## src/rtl/duty_capture.sv

```systemverilog
// rtl/duty_capture.sv - PWM / sigma-delta duty recovery over a fixed sample window
//
// Samples a single-bit drive line on a programmable tick and counts the high
// samples over 2^WINDOW_LOG2 ticks. At the end of each window it publishes an
// 8-bit duty value with a one-cycle valid strobe.
//
// Ports:
//   i_clk        system clock
//   i_rst        synchronous reset, active-high
//   i_speed      sample-tick divider, one tick every i_speed+1 clocks
//   i_enable     measurement enable; low holds the window machinery at zero
//   i_pwm        line under measurement, may be asynchronous to i_clk
//   o_duty       last measured duty, 0..255
//   o_valid      one-cycle pulse when o_duty and the flags update
//   o_stuck_high last window had every sample high
//   o_stuck_low  last window had every sample low
module duty_capture #(
  parameter int WINDOW_LOG2 = 8,
  parameter int SYNC_STAGES = 2
) (
  input  logic        i_clk,
  input  logic        i_rst,
  input  logic [19:0] i_speed,
  input  logic        i_enable,
  input  logic        i_pwm,
  output logic [7:0]  o_duty,
  output logic        o_valid,
  output logic        o_stuck_high,
  output logic        o_stuck_low
);

  localparam int N     = WINDOW_LOG2;
  localparam int SHIFT = WINDOW_LOG2 - 8;

  logic [SYNC_STAGES-1:0] sync_q;
  logic                   s_pwm;
  logic [19:0]            div;
  logic                   tick;
  logic [N-1:0]           scnt;
  logic [N:0]             acc;
  logic [N:0]             total;
  logic [8:0]             shifted;
  logic [7:0]             duty_next;

  always_ff @(posedge i_clk) begin
    if (i_rst) begin
      sync_q <= '0;
    end else begin
      sync_q <= {sync_q[SYNC_STAGES-2:0], i_pwm};
    end
  end

  assign s_pwm = sync_q[SYNC_STAGES-1];

  // Using >= lets a lowered i_speed take effect on the next clock instead of
  // letting div run on through the 20-bit wrap.
  always_ff @(posedge i_clk) begin
    if (i_rst || !i_enable) begin
      div <= '0;
    end else if (div >= i_speed) begin
      div <= '0;
    end else begin
      div <= div + 20'd1;
    end
  end

  assign tick = (div == 20'd0) && i_enable;

  // total can reach exactly 2^N (every sample high); that single value lands
  // in bit 8 after the shift and saturates to 255.
  assign total     = acc + {{N{1'b0}}, s_pwm};
  assign shifted   = 9'(total >> SHIFT);
  assign duty_next = shifted[8] ? 8'hff : shifted[7:0];

  always_ff @(posedge i_clk) begin
    if (i_rst) begin
      scnt         <= '0;
      acc          <= '0;
      o_duty       <= '0;
      o_valid      <= 1'b0;
      o_stuck_high <= 1'b0;
      o_stuck_low  <= 1'b0;
    end else begin
      o_valid <= 1'b0;
      if (!i_enable) begin
        // A dropped enable throws away the partial window; the next rise
        // starts counting from zero.
        scnt <= '0;
        acc  <= '0;
      end else if (tick) begin
        if (scnt == {N{1'b1}}) begin
          o_duty       <= duty_next;
          o_stuck_high <= total[N];
          o_stuck_low  <= (total == '0);
          o_valid      <= 1'b1;
          scnt         <= '0;
          acc          <= '0;
        end else begin
          scnt <= scnt + 1'b1;
          acc  <= total;
        end
      end
    end
  end

endmodule
```

## config.mk

```make
export PLATFORM = sky130hd
export DESIGN_NAME = duty_capture
export DESIGN_NICKNAME = d
export VERILOG_FILES = /design/src/rtl/duty_capture.sv
export SDC_FILE = /design/constraint.sdc
export NUM_CORES = 1
export LEC_CHECK = 0
export ABC_AREA = 1
export BUFFER_PORTS_ARGS = -buffer_cell sky130_fd_sc_hd__buf_2
export CAP_MARGIN = 20
export CORE_MARGIN = 8
export CORE_UTILIZATION = 45
export DETAILED_ROUTE_END_ITERATION = 12
export GPL_TIMING_DRIVEN = 0
export PLACE_DENSITY = 0.6
export SYNTH_ARGS = -nofsm -noshare
export SYNTH_HDL_FRONTEND = slang
export SYNTH_SLANG_ARGS = --single-unit
```

## constraint.sdc

```tcl
create_clock -name i_clk -period 1.85 [get_ports i_clk]
set_input_delay 0.37 -clock i_clk [delete_from_list [all_inputs] [get_ports i_clk]]
set_output_delay 0.37 -clock i_clk [all_outputs]
set_load 0.01 [all_outputs]
```

## After elaboration in Yosys (flattened, before gate mapping)

Index checks and enable logic that the tools add are counted.

| storage, ports and cells | value |
|---|---|
| register bits | 50 |
| bits of input ports | 24 |
| output and inout port bits | 11 |
| word-level logic and storage cells | 28 |

| operators by class | value |
|---|---|
| $add $sub $neg | 3 |
| $lt $le $gt $ge | 1 |
| eq/ne operators | 1 |
| mux-type cells | 4 |
| bitwise logic cells | 2 |
| reductions and logical operators | 9 |

Operator list:

| cell | count |
|---|---|
| adder 20 x 1 -> 20 bit (second input constant) | 1 |
| greater-or-equal comparator 20 bit | 1 |
| zero test 20 bit | 1 |
| two-way mux 8 bit | 2 |
| adder 9 x 1 -> 9 bit | 1 |
| zero test 9 bit | 1 |
| two-way mux 9 bit | 1 |
| adder 8 x 1 -> 8 bit (second input constant) | 1 |
| == test 8 bit (second input constant) | 1 |
| OR reduction 2 bit | 2 |
| AND reduction 3 bit | 1 |
| OR reduction 3 bit | 1 |
| NOT 1 bit | 2 |
| logical AND 1 bit | 1 |
| zero test 1 bit | 1 |
| logical OR 1 bit | 1 |
| two-way mux 1 bit | 1 |

## Logic depth before layout (Yosys ltp)

Gate-level depths: netlist of the first run.

| logic depth | value |
|---|---|
| word-level depth | 4 |
| gate-level depth with buffers | 12 |
| gate-level depth less buffers | 11 |

## Least setup slack after synthesis of the first run

Ideal clock, no wire load.

| timing | value |
|---|---|
| kind | input-to-reg |
| from | in i_speed[19] |
| to | reg div[0] |
| setup time | 0.116 ns |
| arrival | 1.413 ns |
| data required time | 1.734 ns |
| path slack | 0.321 ns |
| stages | 10 |
| path buffers | 1 |
| cells stage by stage | inv_1 ha_1 nand2_1 nor2_1 nand2_1 nor3_1 nand2_1 nand2_1 buf_2 nor2_1 |

| on the way | value |
|---|---|
| cells in the longest elaborated chain, start to end | 2 |

Ends and longest elaborated chain:

| what | line | RTL |
|---|---|---|
| start, declared | 23 | `input logic [19:0] i_speed,` |
| greater-or-equal comparator 20 bit | 60 | `end else if (div >= i_speed) begin` |
| OR reduction 2 bit (no source line) | -- |  |
| end signal, assigned | 63 | `div <= div + 20'd1;` |
| end, declared | 37 | `logic [19:0] div;` |

Every way passes these cells.
A chain may end at the register's enable or synchronous reset.

## Final worst setup path of the first run

| timing | value |
|---|---|
| from | reg div[19] |
| to | reg div[7] |

| on the way | value |
|---|---|
| cells in the longest elaborated chain, start to end | 2 |

Ends and longest elaborated chain:

| what | line |
|---|---|
| greater-or-equal comparator 20 bit | 60 |
| OR reduction 2 bit (no source line) | -- |

Every way passes these cells.

==> impl_metrics.py, run 1 <==
metrics = {
    "worst_hold_path": {
        "min_from": "i_pwm",
        "whs_path_depth": 3,
        "hold-path-endpoint": "sync_q[0]$_SDFF_PP0_",
        "hold_class": "in2reg",
    },
    "synth": {
        "synth_flop_cell": "dfxtp_1",
        "synth-simple-area-share_pct": 35.25,
        "synth_edf_count": 0,
        "synth_top_family_by_area": "simple AND/OR/NAND/NOR gates",
        "synth_compound_area_share_pct": 6.709,
        "yosysSeqAreaShare_pct": 31.76,
        "synthArstFlopShare_pct": 0,
        "avgSynthCellArea_um2": 6.822,
        "yosysTopAreaCell": "dfxtp_1",
        "yosysMostFrequentCell": "nand2_1",
        "synthMuxAreaShare_pct": 0,
        "yosysTopAreaCellShare_pct": 31.76,
        "yosysWarningCount": 0,
        "synth_xor_area_share_pct": 5.558,
        "synthesis.nets": 511,
        "synth_cells": 462,
        "syn_area_um2": 3152,
        "synth_adder_area_share_pct": 9.925,
        "synth_seq_cells": 50,
        "yosys-top-cells-area": "dfxtp_1, nand2_1, ha_1, nor2_1, inv_1",
        "synth.distinct_cells": 32,
        "synthTopCellsByCount": "nand2_1, nor2_1, inv_1",
    },
    "worst_setup_path": {
        "end_kind": "flip-flop",
        "critPathMaxFanout": 10,
        "worst_path_most_repeated_cell": "nand2_1",
        "arrival_ns": 1.92,
        "startpoint_type": "flip-flop",
        "worstSetupPathType": "reg2reg",
        "crit_path_top_delay_cell": "dfxtp_1",
        "worstPathCellList": "ha_1 -> nand2_1 -> nor2_1 -> nand2_1 -> nor3_1 -> nand2_1 -> nand2_1 -> buf_4 -> nor2_1",
        "crit_buf_inv": 1,
        "path_delay_family": "simple AND/OR/NAND/NOR gates",
        "worstReg2RegStart": "div[19]$_SDFF_PP0_",
        "rr_worst_depth": 9,
        "max_stage_delay_ns": 0.38,
        "r2r_end": "div[7]$_SDFF_PP0_",
        "worst_ep_required_time_ns": 2.06,
        "ff2ff_setup_slack_ns": 0.14,
    },
    "power": {
        "power.density_nw_per_um2": 565.5,
        "p_leak_nw": 1.715,
        "ir_drop_mv": 0.3522,
    },
    "run_status": {
        "status": "completed",
    },
    "placed_design": {
        "gp_congestion": 0.8901,
        "io_buffers": 34,
        "pre_cts_slack_ns": -0.03374,
        "dp_hpwl_mm": 5.647,
        "placed_area_um2": 3442,
    },
    "clock_network": {
        "clock_latency_ns": 0.31,
        "clock_sinks": 50,
        "cts_tree": "yes",
        "htreeDepth": 2,
        "numCtsBuffers": 5,
        "cts_setup_buffers": 0,
        "cts_buffer_depth": 2,
        "cts-root-buf": "clkbuf_8",
        "cts_resized": 0,
        "cts_hold_buf": 0,
        "clk_pin_slew_worst_paths_ns": 0.09,
    },
    "final_layout": {
        "utilization_pct": 52.60,
        "multi_input_area_um2": 1818,
        "antenna_cells": 0,
        "drive_gt1_share_pct": 16.07,
        "ff_latch_area_um2": 1007,
        "nFillCells": 724,
        "syn2layout_area_growth_pct": 13.38,
        "final_area_um2": 3573,
        "nets": 552,
    },
    "grt": {
        "grt_usage_pct": 15.27,
        "grt_pass1_wl_mm": 12.36,
        "grt_pass1_vias": 2729,
        "grt_overflow": 0,
        "antenna_found_initial": 0,
        "grt_start_max_net_pins": 16,
    },
    "routing": {
        "ant_nets": 0,
        "firstDrtPassIters": 4,
        "wl_per_cell_um": 11.68,
        "wirelength_mm": 7.009,
        "drc": 0,
        "routed_via_density": 4.675,
        "num_vias": 2805,
        "drt_iter0_drc": 147,
    },
    "timing": {
        "clock_skew_ns": 0.007816,
        "rsz0062_at_grt": "true",
        "tightest_slew_ns": 0.5010,
        "finalCriticalPeriod_ns": 1.712,
        "layout_setup_ws_ns": 0.1376,
        "setup_viol_count_final": 0,
        "post-route-period-util_pct": 92.56,
        "slew_viol_final": 0,
        "setup-tns-final_ns": 0,
        "hold_viol": 0,
        "slew-limit-headroom_pct": 66.60,
        "max_clock_freq_mhz": 584.0,
    },
    "die": {
        "ios": 35,
        "rows": 30,
        "dieArea_um2": 9938,
        "start_util_pct": 46.39,
        "die_width_um": 99.69,
        "coreArea_um2": 6794,
        "die_h_um": 99.69,
    },
    "flow_run": {
        "drv_cap": 0,
    },
}
-- stage by stage --
| stage | std cells | total power, mW | hold WS [ns] |
|---|---|---|---|
| finish | 600 | 2.021 | 0.2578 |
| global route | 600 | 2.104 | 0.2715 |
| CTS | 600 | 2.048 | 0.2490 |
| detailed placement | 592 | 1.270 | 0.3916 |
| global placement | 592 | 1.265 | 0.3925 |
| floorplan | 462 | 1.212 | 0.3883 |
-- kinds of logic after synthesis --
family / Yosys count
and+or+nand+nor: 241
xor gates and xnor gates: 20
buffers and inverters: 86
AOI/OAI and AO/OA: 40
adders and majority gates: 25
DFF: 50
-- routing by layer --
metal | vias up | global-route usage, % | wire, um
met5 | - | 0 | 0
met4 | 0 | 5.937 | 76
met3 | 6 | 2.584 | 199
met2 | 38 | 24.32 | 3099
met1 | 1243 | 19.93 | 3633
li1 | 1518 | - | -
-- area by class of cell --
class	instances	share of cell area [%]
Buffer	5	1.261
Clock buffer	5	1.926
Clock inverter	3	1.120
Inverter	81	8.508
Multi-Input combinational cell	326	50.88
Sequential cell	50	28.19
Tap cell	96	3.361
Timing Repair Buffer	34	4.762
-- how the worst max path moves through the flow --
stage,start,to,depth (start not counted)
6_report,div[19]$_SDFF_PP0_,div[7]$_SDFF_PP0_,9
3_3_place_gp,i_speed[19],div[17]$_SDFF_PP0_,11
4_1_cts,scnt[0]$_SDFFE_PP0P_,o_duty[4]$_SDFFE_PP0P_,10
3_5_place_dp,i_speed[19],div[9]$_SDFF_PP0_,11
2_1_floorplan,i_speed[19],div[0]$_SDFF_PP0_,10
5_1_grt,div[19]$_SDFF_PP0_,div[8]$_SDFF_PP0_,9
-- flip-flops by register name, indices dropped and copies added (netlist names) --
signal        cells
o_duty            8
o_valid           1
scnt              8
div              20
sync_q            2
acc               9
o_stuck_low       1
o_stuck_high      1
-- placed cells by master (no fill, tap or decap), drive strengths merged, types with 2 or more instances in the layout --
cell type  count
o21ai         15
dfxtp         50
clkinv         2
ha            25
buf           38
nor3b          2
xor2          19
nand2        103
nor2          88
inv           81
clkbuf         6
nand3         26
nand4          9
nor3          11
a21oi         22
-- worst min-delay path, stage by stage --
cell and delay, ns:
buf_2 0.09, inv_1 0.04, nor2_1 0.03
-- report_power, final --
| part | internal, mW | switching (mW) |
|---|---|---|
| registers | 1.08 | 0.00551 |
| clock network | 0.398 | 0.378 |
| logic | 0.0631 | 0.0955 |
(Power assumes the default switching activity.)
==> run 2: changes to the inputs <==
Settings changed: ABC_AREA 1 to default, PLACE_DENSITY 0.6 to 0.61.
==> impl_metrics.py, run 2 <==
metrics = {
    "timing": {
        "layout_setup_ws_ns": 0.02491,
        "clock_skew_ns": 0.01636,
        "slew_viol_final": 0,
        "max_clock_freq_mhz": 547.9,
        "hold_viol": 0,
        "finalCriticalPeriod_ns": 1.825,
        "post-route-period-util_pct": 98.65,
        "slew-limit-headroom_pct": 66.75,
        "rsz0062_at_grt": "true",
        "tightest_slew_ns": 0.4987,
        "setup_viol_count_final": 0,
    },
    "worst_setup_path": {
        "end_kind": "flip-flop",
        "worstPathCellList": "ha_4 -> a21oi_4 -> o21ai_2 -> a2111oi_4 -> nand3_4 -> clkbuf_16 -> nor2_1",
        "worst_ep_required_time_ns": 2.10,
        "crit_path_top_delay_cell": "a2111oi_4",
        "worstSetupPathType": "reg2reg",
        "startpoint_type": "flip-flop",
        "max_stage_delay_ns": 0.45,
        "crit_buf_inv": 1,
        "path_delay_family": "compound AO/OA/AOI/OAI gates",
        "critPathMaxFanout": 5,
        "arrival_ns": 2.07,
    },
    "routing": {
        "firstDrtPassIters": 4,
        "wirelength_mm": 6.498,
        "drc": 0,
        "routed_via_density": 5.210,
        "ant_nets": 0,
        "num_vias": 2381,
        "wl_per_cell_um": 14.22,
        "drt_iter0_drc": 98,
    },
    "final_layout": {
        "stdcell_count": 457,
        "drive_gt1_share_pct": 32.98,
        "largest_reg_flops": 20,
        "top_register": "div",
        "utilization_pct": 61.33,
        "antenna_cells": 0,
        "nFillCells": 517,
        "syn2layout_area_growth_pct": 33.27,
        "nets": 430,
        "reg_top3": "div: 20 flops, acc: 9 flops",
        "layout_common_cells": "nor2_1, buf_2, dfxtp_1",
        "final_common_cell": "nor2_1",
    },
    "die": {
        "dieArea_um2": 8715,
        "rows": 28,
        "die_width_um": 93.36,
        "start_util_pct": 46.02,
        "ios": 35,
        "die_h_um": 93.36,
        "coreArea_um2": 5851,
    },
    "power": {
        "ir_drop_mv": 0.4261,
        "clockPowerShare_pct": 39.0,
        "p_int_mw": 1.573,
        "p_leak_nw": 1.389,
        "comb_power_share_pct": 9.3,
        "p_seq_share_pct": 51.7,
        "power.density_nw_per_um2": 581.3,
        "switchingPower_uw": 512.4,
        "swShare_pct": 24.56,
        "p_total_mw": 2.086,
    },
    "synth": {
        "synthArstFlopShare_pct": 0,
        "synth.distinct_cells": 34,
        "yosysTopAreaCellShare_pct": 37.17,
        "synthesis.nets": 377,
        "avgSynthCellArea_um2": 8.209,
        "synth_edf_count": 0,
        "synth_flop_cell": "dfxtp_1",
        "yosysTopAreaCell": "dfxtp_1",
        "synth_seq_cells": 50,
        "yosysWarningCount": 0,
        "yosys-top-cells-area": "dfxtp_1, ha_1, nor2_1, xnor2_1, xor2_1",
        "yosysSeqAreaShare_pct": 37.17,
        "synthTopCellsByCount": "dfxtp_1, nor2_1, ha_1",
        "synth_cells": 328,
        "syn_area_um2": 2693,
    },
    "grt": {
        "grt_overflow": 0,
        "grt_pass1_vias": 2267,
        "grt_start_max_net_pins": 18,
        "antenna_found_initial": 0,
        "grt_usage_pct": 14.67,
        "grt_pass1_wl_mm": 10.61,
    },
    "clock_network": {
        "cts_tree": "yes",
        "cts_hold_buf": 0,
        "numCtsBuffers": 5,
        "htreeDepth": 2,
        "cts_buffer_depth": 2,
        "clock_latency_ns": 0.32,
        "clock_sinks": 50,
        "clk_pin_slew_worst_paths_ns": 0.10,
        "cts-root-buf": "clkbuf_8",
    },
    "run_status": {
        "status": "completed",
    },
    "placed_design": {
        "io_buffers": 34,
        "dp_hpwl_mm": 4.387,
        "post-place-cells": 437,
        "pre_cts_slack_ns": -0.6133,
        "gp_congestion": 0.7858,
    },
    "flow_run": {
        "drv_cap": 0,
    },
    "worst_hold_path": {
        "hold_class": "in2reg",
    },
}
==> run 2: cell types whose count changed in the layout (fill, tap and decap cells not counted), sizes merged, moves of 5 or more <==
| cell | change |
|---|---|
| a211oi | +7 |
| a21oi | -5 |
| buf | +15 |
| inv | -56 |
| nand2 | -83 |
| nor2 | -38 |
| nor4 | +10 |
| o21ai | -9 |
| xnor2 | +18 |
| xor2 | -6 |
==> run 2: power groups by stage <==
stage                     Clock, mW  Combinational (mW)  Sequential [mW]
after floorplan                   0              0.0851             1.11
after global placement            0               0.137             1.11
after detailed placement          0               0.138             1.11
after CTS                     0.832               0.162             1.09
after global routing          0.874               0.216             1.08
final                         0.814               0.193             1.08
==> run 2: cells by family after synthesis <==
group | Yosys count | synth area share [%]
AOI/OAI and AO/OA | 35 | 7.853
adders and majority gates | 25 | 11.62
and+or+nand+nor | 151 | 27.98
xor gates and xnor gates | 32 | 10.41
buffers and inverters | 35 | 4.972
DFF | 50 | 37.17
==> run 2: what timing repair did <==
action	CTS	global route
setup buffers	3	9
resized for setup	37	74
hold endpoints to repair	0	0
cloned	1	1
pin swaps	5	29
endpoints found under the setup margin	47	44
==> run 2: worst paths after layout <==
path | from | endpoint | slack [ns] | cells past startpoint
hold / removal | i_pwm | sync_q[0]$_SDFF_PP0_ | 0.29 | 2
hold reg to reg | sync_q[0]$_SDFF_PP0_ | sync_q[1]$_SDFF_PP0_ | 0.44 | 1
setup / recovery | div[15]$_SDFF_PP0_ | div[14]$_SDFF_PP0_ | 0.02 | 7
setup reg to reg | div[15]$_SDFF_PP0_ | div[14]$_SDFF_PP0_ | 0.02 | 7
==> run 2: worst reg2reg max path, stage by stage (launching register included) <==
cell	delay (ns)
dfxtp_4	0.38
ha_4	0.23
a21oi_4	0.12
o21ai_2	0.09
a2111oi_4	0.45
nand3_4	0.20
clkbuf_16	0.21
nor2_1	0.09
==> run 2: cell type report <==
| type | count | area [um^2] | share of cell area (%) |
|---|---|---|---|
| Sequential cell | 50 | 1037 | 28.91 |
| Timing Repair Buffer | 48 | 296.5 | 8.264 |
| Tap cell | 75 | 93.84 | 2.615 |
| Multi-Input combinational cell | 243 | 1879 | 52.37 |
| Clock buffer | 5 | 68.82 | 1.918 |
| Clock inverter | 3 | 48.80 | 1.360 |
| Inverter | 24 | 90.09 | 2.510 |
| Buffer | 9 | 73.82 | 2.057 |
==> run 2: stage by stage <==
step	hold WS [ns]	instance area (um^2)	TNS, ns
CTS	0.2776	3226	0
finish	0.2851	3588	0
floorplan	0.4138	2693	0
detailed placement	0.4374	2957	-17.09
global route	0.2872	3588	-1.207
global placement	0.4459	2957	-17.06
==> run 2: per-layer routing <==
layer,up-vias,global-route usage (%),share of wire [%]
met5,-,0,0
met4,0,4.027,0.82
met3,4,3.846,5.1
met2,38,23.21,46
met1,1092,19.12,48
li1,1247,-,-
==> run 3: changes to the inputs <==
Settings changed: RECOVER_POWER from default to 50, REMOVE_ABC_BUFFERS from default to 1.
==> impl_metrics.py, run 3 (synthesis results as in run 2) <==
metrics = {
    "final_layout": {
        "nFillCells": 518,
        "drive_gt1_share_pct": 32.03,
        "syn2layout_area_growth_pct": 32.62,
        "final_area_um2": 3571,
        "stdcell_count": 459,
        "antenna_cells": 0,
        "nets": 433,
        "largest_reg_flops": 20,
        "reg_top3": "div: 20 flops, acc: 9 flops",
        "final_common_cell": "nor2_1",
        "top_register": "div",
        "layout_common_cells": "nor2_1, dfxtp_1, inv_1, buf_2, ha_1",
    },
    "placed_design": {
        "placed_area_um2": 2918,
        "pre_cts_slack_ns": -1.009,
        "dp_hpwl_mm": 4.151,
        "io_buffers": 34,
        "post-place-cells": 427,
        "gp_congestion": 0.7652,
    },
    "worst_hold_path": {
        "hold_class": "in2reg",
        "whs_path_depth": 2,
        "min_from": "i_pwm",
    },
    "grt": {
        "antenna_found_initial": 0,
        "grtUsageMet1_pct": 19.86,
        "grt_start_max_net_pins": 16,
        "grt_usage_pct": 14.61,
        "grt_use_met3_pct": 3.926,
        "top_usage_layer": "met2",
        "grt_pass1_vias": 2251,
        "grt_overflow": 0,
        "grt_pass1_wl_mm": 10.39,
        "grt_use_met2_pct": 22.09,
    },
    "clock_network": {
        "clock_latency_ns": 0.30,
        "numCtsBuffers": 5,
        "cts_hold_buf": 0,
        "cts_tree": "yes",
        "clock_sinks": 50,
        "htreeDepth": 2,
        "cts-root-buf": "clkbuf_8",
        "clk_pin_slew_worst_paths_ns": 0.09,
        "cts_buffer_depth": 2,
    },
    "timing": {
        "finalCriticalPeriod_ns": 1.802,
        "slew_viol_final": 0,
        "hold_ws_ns": 0.2736,
        "clock_skew_ns": 0.007578,
        "tightest_slew_ns": 0.6738,
        "layout_setup_ws_ns": 0.04830,
        "slew-limit-headroom_pct": 55.08,
        "max_clock_freq_mhz": 555.0,
        "rsz0062_at_grt": "true",
        "post-route-period-util_pct": 97.39,
        "setup_viol_count_final": 0,
        "hold_viol": 0,
    },
    "power": {
        "power.density_nw_per_um2": 529.1,
        "p_seq_share_pct": 57.2,
        "swShare_pct": 24.51,
        "p_leak_nw": 1.399,
        "p_int_mw": 1.426,
        "comb_power_share_pct": 10.7,
        "ir_drop_mv": 0.3325,
        "clockPowerShare_pct": 32.1,
        "switchingPower_uw": 463.0,
    },
    "worst_setup_path": {
        "critPathMaxFanout": 5,
        "worstSetupPathType": "reg2reg",
        "setup.worst_path.start": "div[13]$_SDFF_PP0_",
        "worst_ep_required_time_ns": 2.09,
        "rr_worst_depth": 7,
        "arrival_ns": 2.04,
        "startpoint_type": "flip-flop",
        "end_kind": "flip-flop",
        "crit_path_top_delay_cell": "dfxtp_4",
        "worstPathCellList": "ha_1 -> a21oi_2 -> o21ai_2 -> a2111oi_4 -> buf_6 -> nand3_4 -> nor2_2",
        "max_stage_delay_ns": 0.37,
        "worstReg2RegStart": "div[13]$_SDFF_PP0_",
    },
    "routing": {
        "num_vias": 2435,
        "ant_nets": 0,
        "routed_via_density": 5.305,
        "drt_iter0_drc": 96,
        "drc": 0,
        "wl_per_cell_um": 13.76,
        "wirelength_mm": 6.316,
        "firstDrtPassIters": 4,
    },
    "die": {
        "die_h_um": 93.36,
        "ios": 35,
        "start_util_pct": 46.02,
        "rows": 28,
        "die_width_um": 93.36,
        "dieArea_um2": 8715,
        "coreArea_um2": 5851,
    },
    "flow_run": {
        "drv_cap": 0,
    },
    "run_status": {
        "status": "completed",
    },
}
==> run 3: worst max-delay path, delay by kind of cell (launching register included) <==
family                   cells  cell delay (ns)
AND/OR/NAND/NOR              2             0.26
flip-flops                   1             0.37
adder cells (fa/ha/maj)      1             0.31
AO/OA/AOI/OAI                3             0.61
buffers and inverters        1             0.20
==> run 3: final cells by class <==
class / count / area (um^2) / share of cell area [%]
tap: 75 / 93.84 / 2.628
sequential: 50 / 1039 / 29.08
clock buffer: 5 / 68.82 / 1.927
clock inverter: 2 / 10.01 / 0.2803
inverter: 24 / 90.09 / 2.523
multi-input combinational: 246 / 1906 / 53.36
timing repair buffer: 57 / 364.1 / 10.20
==> run 3: metrics by stage <==
step	TNS (ns)	utilization [%]	total power, mW
6_report	0	61.04	1.889
5_1_grt	-0.2006	61.04	1.989
4_1_cts	0	55.65	1.881
3_5_place_dp	-29.01	49.87	1.239
3_3_place_gp	-35.61	49.79	1.237
2_1_floorplan	-5.604	-	1.186
==> run 3: layer usage <==
layer	share of wire, %	vias to the layer above
met5	0	-
met4	0.52	0
met3	4.7	4
met2	45	39
met1	49	1131
li1	-	1261
==> run 3: what timing repair did <==
item | CTS | global route
gates resized for setup | 39 | 59
setup endpoints to repair | 47 | 46
gates cloned | 2 | 1
pin swaps | 9 | 20
buffers inserted | 12 | 10
==> run 3: power groups by stage <==
| stage | Clock, mW | Combinational (mW) | Sequential (mW) |
|---|---|---|---|
| 2_1_floorplan | 0 | 0.0759 | 1.11 |
| 3_3_place_gp | 0 | 0.126 | 1.11 |
| 3_5_place_dp | 0 | 0.128 | 1.11 |
| 4_1_cts | 0.626 | 0.170 | 1.09 |
| 5_1_grt | 0.682 | 0.226 | 1.08 |
| 6_report | 0.607 | 0.203 | 1.08 |
==> run 3: path summary, 6_finish.rpt <==
kind / endpoint / slack (ns)
setup / recovery: div[5]$_SDFF_PP0_ / 0.05
hold / removal: sync_q[0]$_SDFF_PP0_ / 0.27
setup reg to reg: div[5]$_SDFF_PP0_ / 0.05
hold reg to reg: sync_q[1]$_SDFF_PP0_ / 0.44
